File: config.mk
export PLATFORM = sky130hd
export DESIGN_NAME = matrix_result_writer
export DESIGN_NICKNAME = d
export VERILOG_FILES = /design/src/rtl/matrix_result_writer.sv
export SDC_FILE = /design/constraint.sdc
export NUM_CORES = 1
export LEC_CHECK = 0
export CORE_ASPECT_RATIO = 1.4
export CORE_UTILIZATION = 57
export CTS_CLUSTER_DIAMETER = 50
export DETAILED_ROUTE_END_ITERATION = 6
export PLACE_DENSITY = 0.89
export SYNTH_ARGS = -nofsm -noshare
export SYNTH_HDL_FRONTEND = slang
export SYNTH_SLANG_ARGS = --single-unit
export TNS_END_PERCENT = 5
File: constraint.sdc
create_clock -name CLOCK_25 -period 8.6 [get_ports CLOCK_25]
set_input_delay 1.29 -clock CLOCK_25 [delete_from_list [all_inputs] [get_ports CLOCK_25]]
set_output_delay 1.29 -clock CLOCK_25 [all_outputs]
set_load 0.05 [all_outputs]
File: src/rtl/matrix_result_writer.sv
// Matrix result writer: captures one batch of CORE_COUNT lane results and
// writes the in-range lanes to consecutive result-memory words starting at
// row*C + column, one word per accepted memory handshake. Signals a single
// done pulse once the upstream sequencer is finished and every write has landed.
module matrix_result_writer #(
  parameter int CORE_COUNT = 4,
  parameter int DATA_W     = 32,
  parameter int ADDR_W     = 16
) (
  input  logic                         CLOCK_25,
  input  logic                         rst,
  input  logic [CORE_COUNT*DATA_W-1:0] i_results,
  input  logic                         i_valid,
  output logic                         o_ready,
  input  logic [4:0]                   i_row,
  input  logic [4:0]                   i_core_column,
  input  logic [7:0]                   s_matrix_column_size,
  output logic                         o_wr_en,
  output logic [ADDR_W-1:0]            o_wr_addr,
  output logic [DATA_W-1:0]            o_wr_data,
  input  logic                         i_wr_ready,
  input  logic                         i_finished,
  output logic                         o_done,
  output logic [15:0]                  o_write_count
);

  localparam int LANE_W = (CORE_COUNT > 1) ? $clog2(CORE_COUNT) : 1;
  localparam logic [LANE_W-1:0] LAST_LANE = LANE_W'(CORE_COUNT - 1);

  typedef enum logic {
    IDLE  = 1'b0,
    WRITE = 1'b1
  } state_t;

  state_t                         state_q, state_d;
  logic [LANE_W-1:0]              lane_q, lane_d;
  logic [CORE_COUNT*DATA_W-1:0]   results_q, results_d;
  logic [ADDR_W-1:0]              base_q, base_d;
  logic [4:0]                     col_q, col_d;
  logic                           pending_q, pending_d;
  logic                           ready_q, ready_d;
  logic                           wr_en_q, wr_en_d;
  logic [ADDR_W-1:0]              wr_addr_q, wr_addr_d;
  logic [DATA_W-1:0]              wr_data_q, wr_data_d;
  logic                           done_q, done_d;
  logic [15:0]                    count_q, count_d;

  logic [12:0]       prod_s;
  logic [ADDR_W-1:0] base_s;
  logic              in_range_s;
  logic              complete_s;
  logic              last_s;
  logic [LANE_W-1:0] lane_next_s;
  logic              pend_next_s;
  logic              fire_s;

  // Address arithmetic and lane bookkeeping shared by the next-state logic.
  always_comb begin
    prod_s      = {8'b0, i_row} * {5'b0, s_matrix_column_size};
    base_s      = ADDR_W'(prod_s) + ADDR_W'(i_core_column);
    in_range_s  = ({3'b000, i_core_column} < s_matrix_column_size);
    complete_s  = wr_en_q && i_wr_ready;
    lane_next_s = lane_q + LANE_W'(1);
    // Batch ends on the last physical lane or on the last matrix column.
    last_s      = (lane_q == LAST_LANE) ||
                  (({4'b0, col_q} + {{(9 - LANE_W){1'b0}}, lane_q} + 9'd1) >=
                   {1'b0, s_matrix_column_size});
  end

  // Next-state, write-port and completion/done logic.
  always_comb begin
    state_d   = state_q;
    lane_d    = lane_q;
    results_d = results_q;
    base_d    = base_q;
    col_d     = col_q;
    wr_en_d   = wr_en_q;
    wr_addr_d = wr_addr_q;
    wr_data_d = wr_data_q;

    case (state_q)
      IDLE: begin
        if (i_valid && ready_q) begin
          if (in_range_s) begin
            results_d = i_results;
            base_d    = base_s;
            col_d     = i_core_column;
            lane_d    = '0;
            wr_en_d   = 1'b1;
            wr_addr_d = base_s;
            wr_data_d = i_results[DATA_W-1:0];
            state_d   = WRITE;
          end else begin
            // Column outside the matrix: drop the batch silently.
            state_d = IDLE;
          end
        end else begin
          state_d = IDLE;
        end
      end
      WRITE: begin
        if (complete_s) begin
          if (last_s) begin
            wr_en_d = 1'b0;
            state_d = IDLE;
          end else begin
            lane_d    = lane_next_s;
            wr_addr_d = base_q + ADDR_W'(lane_next_s);
            wr_data_d = results_q[int'(lane_next_s) * DATA_W +: DATA_W];
          end
        end else begin
          // Memory stalled: hold address and data.
          state_d = WRITE;
        end
      end
      default: begin
        state_d = IDLE;
        wr_en_d = 1'b0;
      end
    endcase

    count_d     = complete_s ? (count_q + 16'd1) : count_q;
    pend_next_s = pending_q || complete_s;
    // Done is decided on the edge that lands the final write so the pulse
    // shows in the first IDLE cycle; it can never coincide with WRITE.
    fire_s      = (state_d == IDLE) && i_finished && pend_next_s;
    done_d      = fire_s;
    pending_d   = fire_s ? 1'b0 : pend_next_s;
    ready_d     = (state_d == IDLE);
  end

  // State and output registers; reset aborts any in-flight batch.
  always_ff @(posedge CLOCK_25 or negedge rst) begin
    if (!rst) begin
      state_q   <= IDLE;
      lane_q    <= '0;
      results_q <= '0;
      base_q    <= '0;
      col_q     <= 5'd0;
      pending_q <= 1'b0;
      ready_q   <= 1'b0;
      wr_en_q   <= 1'b0;
      wr_addr_q <= '0;
      wr_data_q <= '0;
      done_q    <= 1'b0;
      count_q   <= 16'd0;
    end else begin
      state_q   <= state_d;
      lane_q    <= lane_d;
      results_q <= results_d;
      base_q    <= base_d;
      col_q     <= col_d;
      pending_q <= pending_d;
      ready_q   <= ready_d;
      wr_en_q   <= wr_en_d;
      wr_addr_q <= wr_addr_d;
      wr_data_q <= wr_data_d;
      done_q    <= done_d;
      count_q   <= count_d;
    end
  end

  assign o_ready       = ready_q;
  assign o_wr_en       = wr_en_q;
  assign o_wr_addr     = wr_addr_q;
  assign o_wr_data     = wr_data_q;
  assign o_done        = done_q;
  assign o_write_count = count_q;

endmodule

# == After elaboration in Yosys (flattened, before gate mapping) ==
# Index checks and enable logic that the tools add are counted.
# totals
reg_bits,220
in_bits,151
output_inout_bits,67
wordCells,65
# op_classes
add_sub_neg,6
n_mul,1
magnitude_cmp,2
n_eq_ne,6
shift,1
n_mux,26
n_bitwise,2
n_reduce_logical,9
# ops
op,n
$mux 32,4
$shiftx 128x8->32,1
$mux 16,4
$pmux 32 s2,1
$pmux 16 s2,1
$add 16x1->16 const B,1
$add 16x2->16,1
$add 13x5->14,1
$mul 5x8->13,1
$mux 1,9
$ge 7x8->1,1
$lt 5x8->1,1
$mux 2,4
$reduce_and 4->1,2
$add 6x1->7 const B,1
$add 5x2->6,1
$ne 2x2->1 const B,3
$logic_and 1x1->1,4
$ne 2x1->1 const B,2
$pmux 1 s2,2
$pmux 2 s2,1
$reduce_and 3->1,1
$add 2x1->2 const B,1
$eq 2x2->1 const B,1
other kinds (2),4

# == Longest topological paths before layout ==
# logic_depth
ltp_word,11
depth_mapped,16
depth_no_buf,14

# == Worst setup path after synthesis ==
# Ideal clock, no wire load.
# synth_path
path_kind,in2reg
startpoint,input port s_matrix_column_size[1]
endpoint,register wr_addr_q[11] (netlist: o_wr_addr[11])
setup_time_ns,0.126
t_arrival_ns,4.502
t_required_ns,8.474
setup_slack_ns,3.973
stages,13
n_path_buf,0
path_cell_list,and2_1 fa_1 fa_1 inv_1 fa_1 inv_1 ha_1 a21o_1 a21oi_1 a21oi_1 o21ai_0 xnor2_1 a221o_1
# synth_between
elab_chain_cells,5
elab_cells_between_ends,11
classes_between,add/sub (1); mul (1); order compare (2); eq/ne (2); mux (3); reduce/logical (2)
# synth_lines
item,line,text
from (decl),17,"input logic [7:0] s_matrix_column_size,"
$mul 5x8->13,59,"prod_s = {8'b0, i_row} * {5'b0, s_matrix_column_size};"
$add 13x5->14,60,base_s = ADDR_W'(prod_s) + ADDR_W'(i_core_column);
$mux 16,84,if (in_range_s) begin
$mux 16,83,if (i_valid && ready_q) begin
$pmux 16 s2,81,case (state_q)
to (signal assigned),156,wr_addr_q <= wr_addr_d;
to (decl),43,"logic [ADDR_W-1:0] wr_addr_q, wr_addr_d;"
# Several ways; a longest one is shown, not always the timed one. The select of a mux whose other input is x is not followed.
# A chain may end at the register's enable or synchronous reset.

# == Worst setup path in the final report ==
# layout_path
startpoint,input port i_row[3]
endpoint,register wr_addr_q[12] (netlist: o_wr_addr[12])
# layout_between
elab_chain_cells,5
# layout_lines
item,line,text
from (decl),15,"input logic [4:0] i_row,"
$mul 5x8->13,59,
$add 13x5->14,60,
$mux 16,84,
$mux 16,83,
$pmux 16 s2,81,
# No other way between the ends. The select of a mux whose other input is x is not followed.

==> run metrics <==
CTS Buffer Depth=3; Net Sw Frac=0.418; largest area contributor in the netlist=dfrtp_1; FF-to-FF Start=lane_q[0]; syn nets=about 1400; peak supply drop=about 0.00024 V; CP startpoint kind=input port; Seq/Total Area, Yosys=0.472; Setup crit end kind=flop; pwr/cell area=around 380 nW/um2; initial antenna violation count=1; Synth top area share=0.472; Slew @ Worst Pin=1.13 ns; fillers=1394; status=finished, final reports clean; CP endpoint=o_wr_addr[12]; Initial Utilization=0.580; Pleak=7.21 nW; number of buffers and inverters on the critical path=3; share of post-route cells with drive strength above 1=0.0660; first-pass GRT wire length=just under 50000 um; io pins=approximately 220; num rows=61; Tot GR Track Use=0.306; Routed WL=around 31000 um; commonest cells after routing, fill and taps aside=nand2_1, dfrtp_1, clkdlybuf4s50_1, inv_1, a21oi_1; FF-to-FF End=o_wr_addr[3]; post_cts resized=0; Slew Limit Headroom=0.248; core box area=between 15000 and 20000 um2; Setup crit start=i_row[3]; Max Freq=0.203 GHz; DRT antenna net count=0; r2r setup slk=roughly 3.8 ns; Syn Area/Cell=about 9.6 um2; die width=roughly 120 um; Sequential Power Share=0.326; Yosys reg bits=about 220; R2R depth=14; DRC=0; clock sinks=~220; crit path max fanout=8; Avg Vias per Cell=5.75; placed inst area=13800 um2; RSZ-0062 raised after global routing=no; clock skew=0.0190 ns; TritonCTS clock tree=yes; asr flop ratio synth=1.00; routed vias=between 9000 and 10000; top post-synthesis cells by area=dfrtp_1, nand2_1, mux4_2; Required @ worst endpoint=9.00 ns; DR WL met2=between 15000 and 20000 um; max capacitance violation total=0; crit-path cells=clkdlybuf4s50_1, and2_1, fa_1, fa_1, inv_1, fa_1, inv_1, ha_1, o21a_1, o31a_1, nor2_1, o41ai_1, xnor2_1, a221oi_1; GP Congestion=0.902; CTS clk-pin slew, worst paths=approximately 0.06 ns; routed len/inst=between 15 and 20 um; CP Class=input port to flop; Synth Cell Area=between 10000 and 15000 um2; routed wl met3=1980 um; Finished Cell Area=roughly 15000 um2; Main synth FF type=dfrtp_1; Post-synth EDFFs=0; Pins Over Slew Limit=0; Yosys cell types=53; die span in y=about 170 um; fin crit share=0.572; first drt pass iteration count=5; Yosys warning count=0; PortBufs=approximately 220; Clk pwr share=0.195; cts hold-fix bufs=0; Max Used Layer=met5; hpwl dp=20400 um; total power draw=5.51 mW; Int Pwr=3.21 mW; WL met1=between 10000 and 15000 um; largest net degree at the start of global routing=140; Final setup viols=0; Post-layout nets=1611; Slowest cell on crit path=clkdlybuf4s50_1; Setup Fix Bufs, Post-CTS=0; Area Growth Syn to Fin=27.3%; min Tclk post-route=just under 5 ns; Final Hold Fails=0; CP Depth=14; Logic pwr share=0.479; Post-Synthesis Cells=between 1000 and 1500; CP arrival=roughly 5.3 ns; CTS Root Cell=clkbuf_16; die area=20800 um2; GRT Residual Overflow=0; CP top delay family=adder cells; Hold WS=approximately 0.47 ns; Net Sw Power=around 2.3 mW; Max stage delay on crit path=0.59 ns; Num CTS Buffers=23; vias in the first global route=roughly 10000; Final WS setup=between 3 and 4 ns; pre-CTS WS=3.20 ns; commonest non-fill, non-tap cell in the layout=nand2_1; clk_lat worst skew=0.51 ns; TNS Setup=0 ns; most frequent CP cell=fa_1; initial drt markers=866; Hold Crit Class=flop to flop; H-tree depth=1
## kinds of logic (layout without fill, tap and decap cells)
family / after synthesis / in the layout / synth area share
buffers and inverters: 118 / 324 / 0.0431
adders and majority gates: 68 / 68 / 0.0903
other: 1 / 2 / 0.000326
xor gates and xnor gates: 37 / 37 / 0.0282
DFF: 217 / 217 / 0.472
AOI/OAI and AO/OA: 139 / 139 / 0.0725
and+or+nand+nor: 551 / 551 / 0.196
muxes: 72 / 72 / 0.0980
## power by group through the flow
stage	Combinational [mW]	Sequential, mW	Clock [mW]
2_1_floorplan	1.47	2.13	0
3_3_place_gp	2.53	1.76	0
3_5_place_dp	2.62	1.79	0
4_1_cts	2.65	1.79	1.09
5_1_grt	2.87	1.84	1.13
6_report	2.64	1.80	1.08
## tightest hold or removal path, delay by kind of cell, from the launching register on
kind | cells | cell delay, ns
flops | 1 | 0.34
simple gates | 2 | 0.11
## per-stage QoR
stage | utilization | std cells
2_1_floorplan | - | 1203
3_3_place_gp | 0.696 | 1619
3_5_place_dp | 0.696 | 1619
4_1_cts | 0.738 | 1661
5_1_grt | 0.738 | 1661
6_report | 0.738 | 1662
## cell type report
cell class	instances	area, um2	area share
diodes	1	2.50	0.000171
clock buffers	31	656	0.0448
clock inverters	11	173	0.0118
inverters	57	214	0.0146
multi-input cells	868	5620	0.384
flip-flops and latches	217	5430	0.371
well taps	252	315	0.0215
repair buffers	225	2230	0.153
## state kept, by name, summed over array words and instances (netlist names)
register / flops
o_write_count: 16
o_wr_en: 1
base_q: 14
o_done: 1
state_q: 1
pending_q: 1
o_wr_addr: 15
lane_q: 2
results_q: 128
col_q: 5
o_ready: 1
o_wr_data: 32
## per-layer routing
layer,global-route usage,up-vias
li1,-,4352
met1,0.352,4682
met2,0.536,420
met3,0.0586,107
met4,0.160,2
met5,0,-
## cells in the mapped netlist, types with 4 or more instances
cell type	instances
nand2b_1	4
nand4_1	8
o22ai_1	35
nand2_1	461
nor2b_1	4
inv_1	55
o21ai_1	8
buf_2	33
and2_1	26
nor3_1	6
a21o_1	9
nand3_1	10
nor2_1	19
dfrtp_1	217
mux4_2	32
fa_1	25
a21oi_1	50
clkbuf_1	22
xnor2_1	23
mux2i_1	35
o21ai_0	19
ha_1	43
xor2_1	14
## worst min-delay path by stage
stage / depth (start not counted) / from / endpoint
floorplan: 2 / results_q[100] / results_q[100]
global placement: 2 / results_q[68] / results_q[68]
detailed placement: 2 / results_q[105] / results_q[105]
CTS: 2 / results_q[105] / results_q[105]
global route: 1 / o_write_count[15] / o_write_count[15]
finish: 2 / results_q[105] / results_q[105]
No activity file was read; power rests on OpenSTA's default activity.
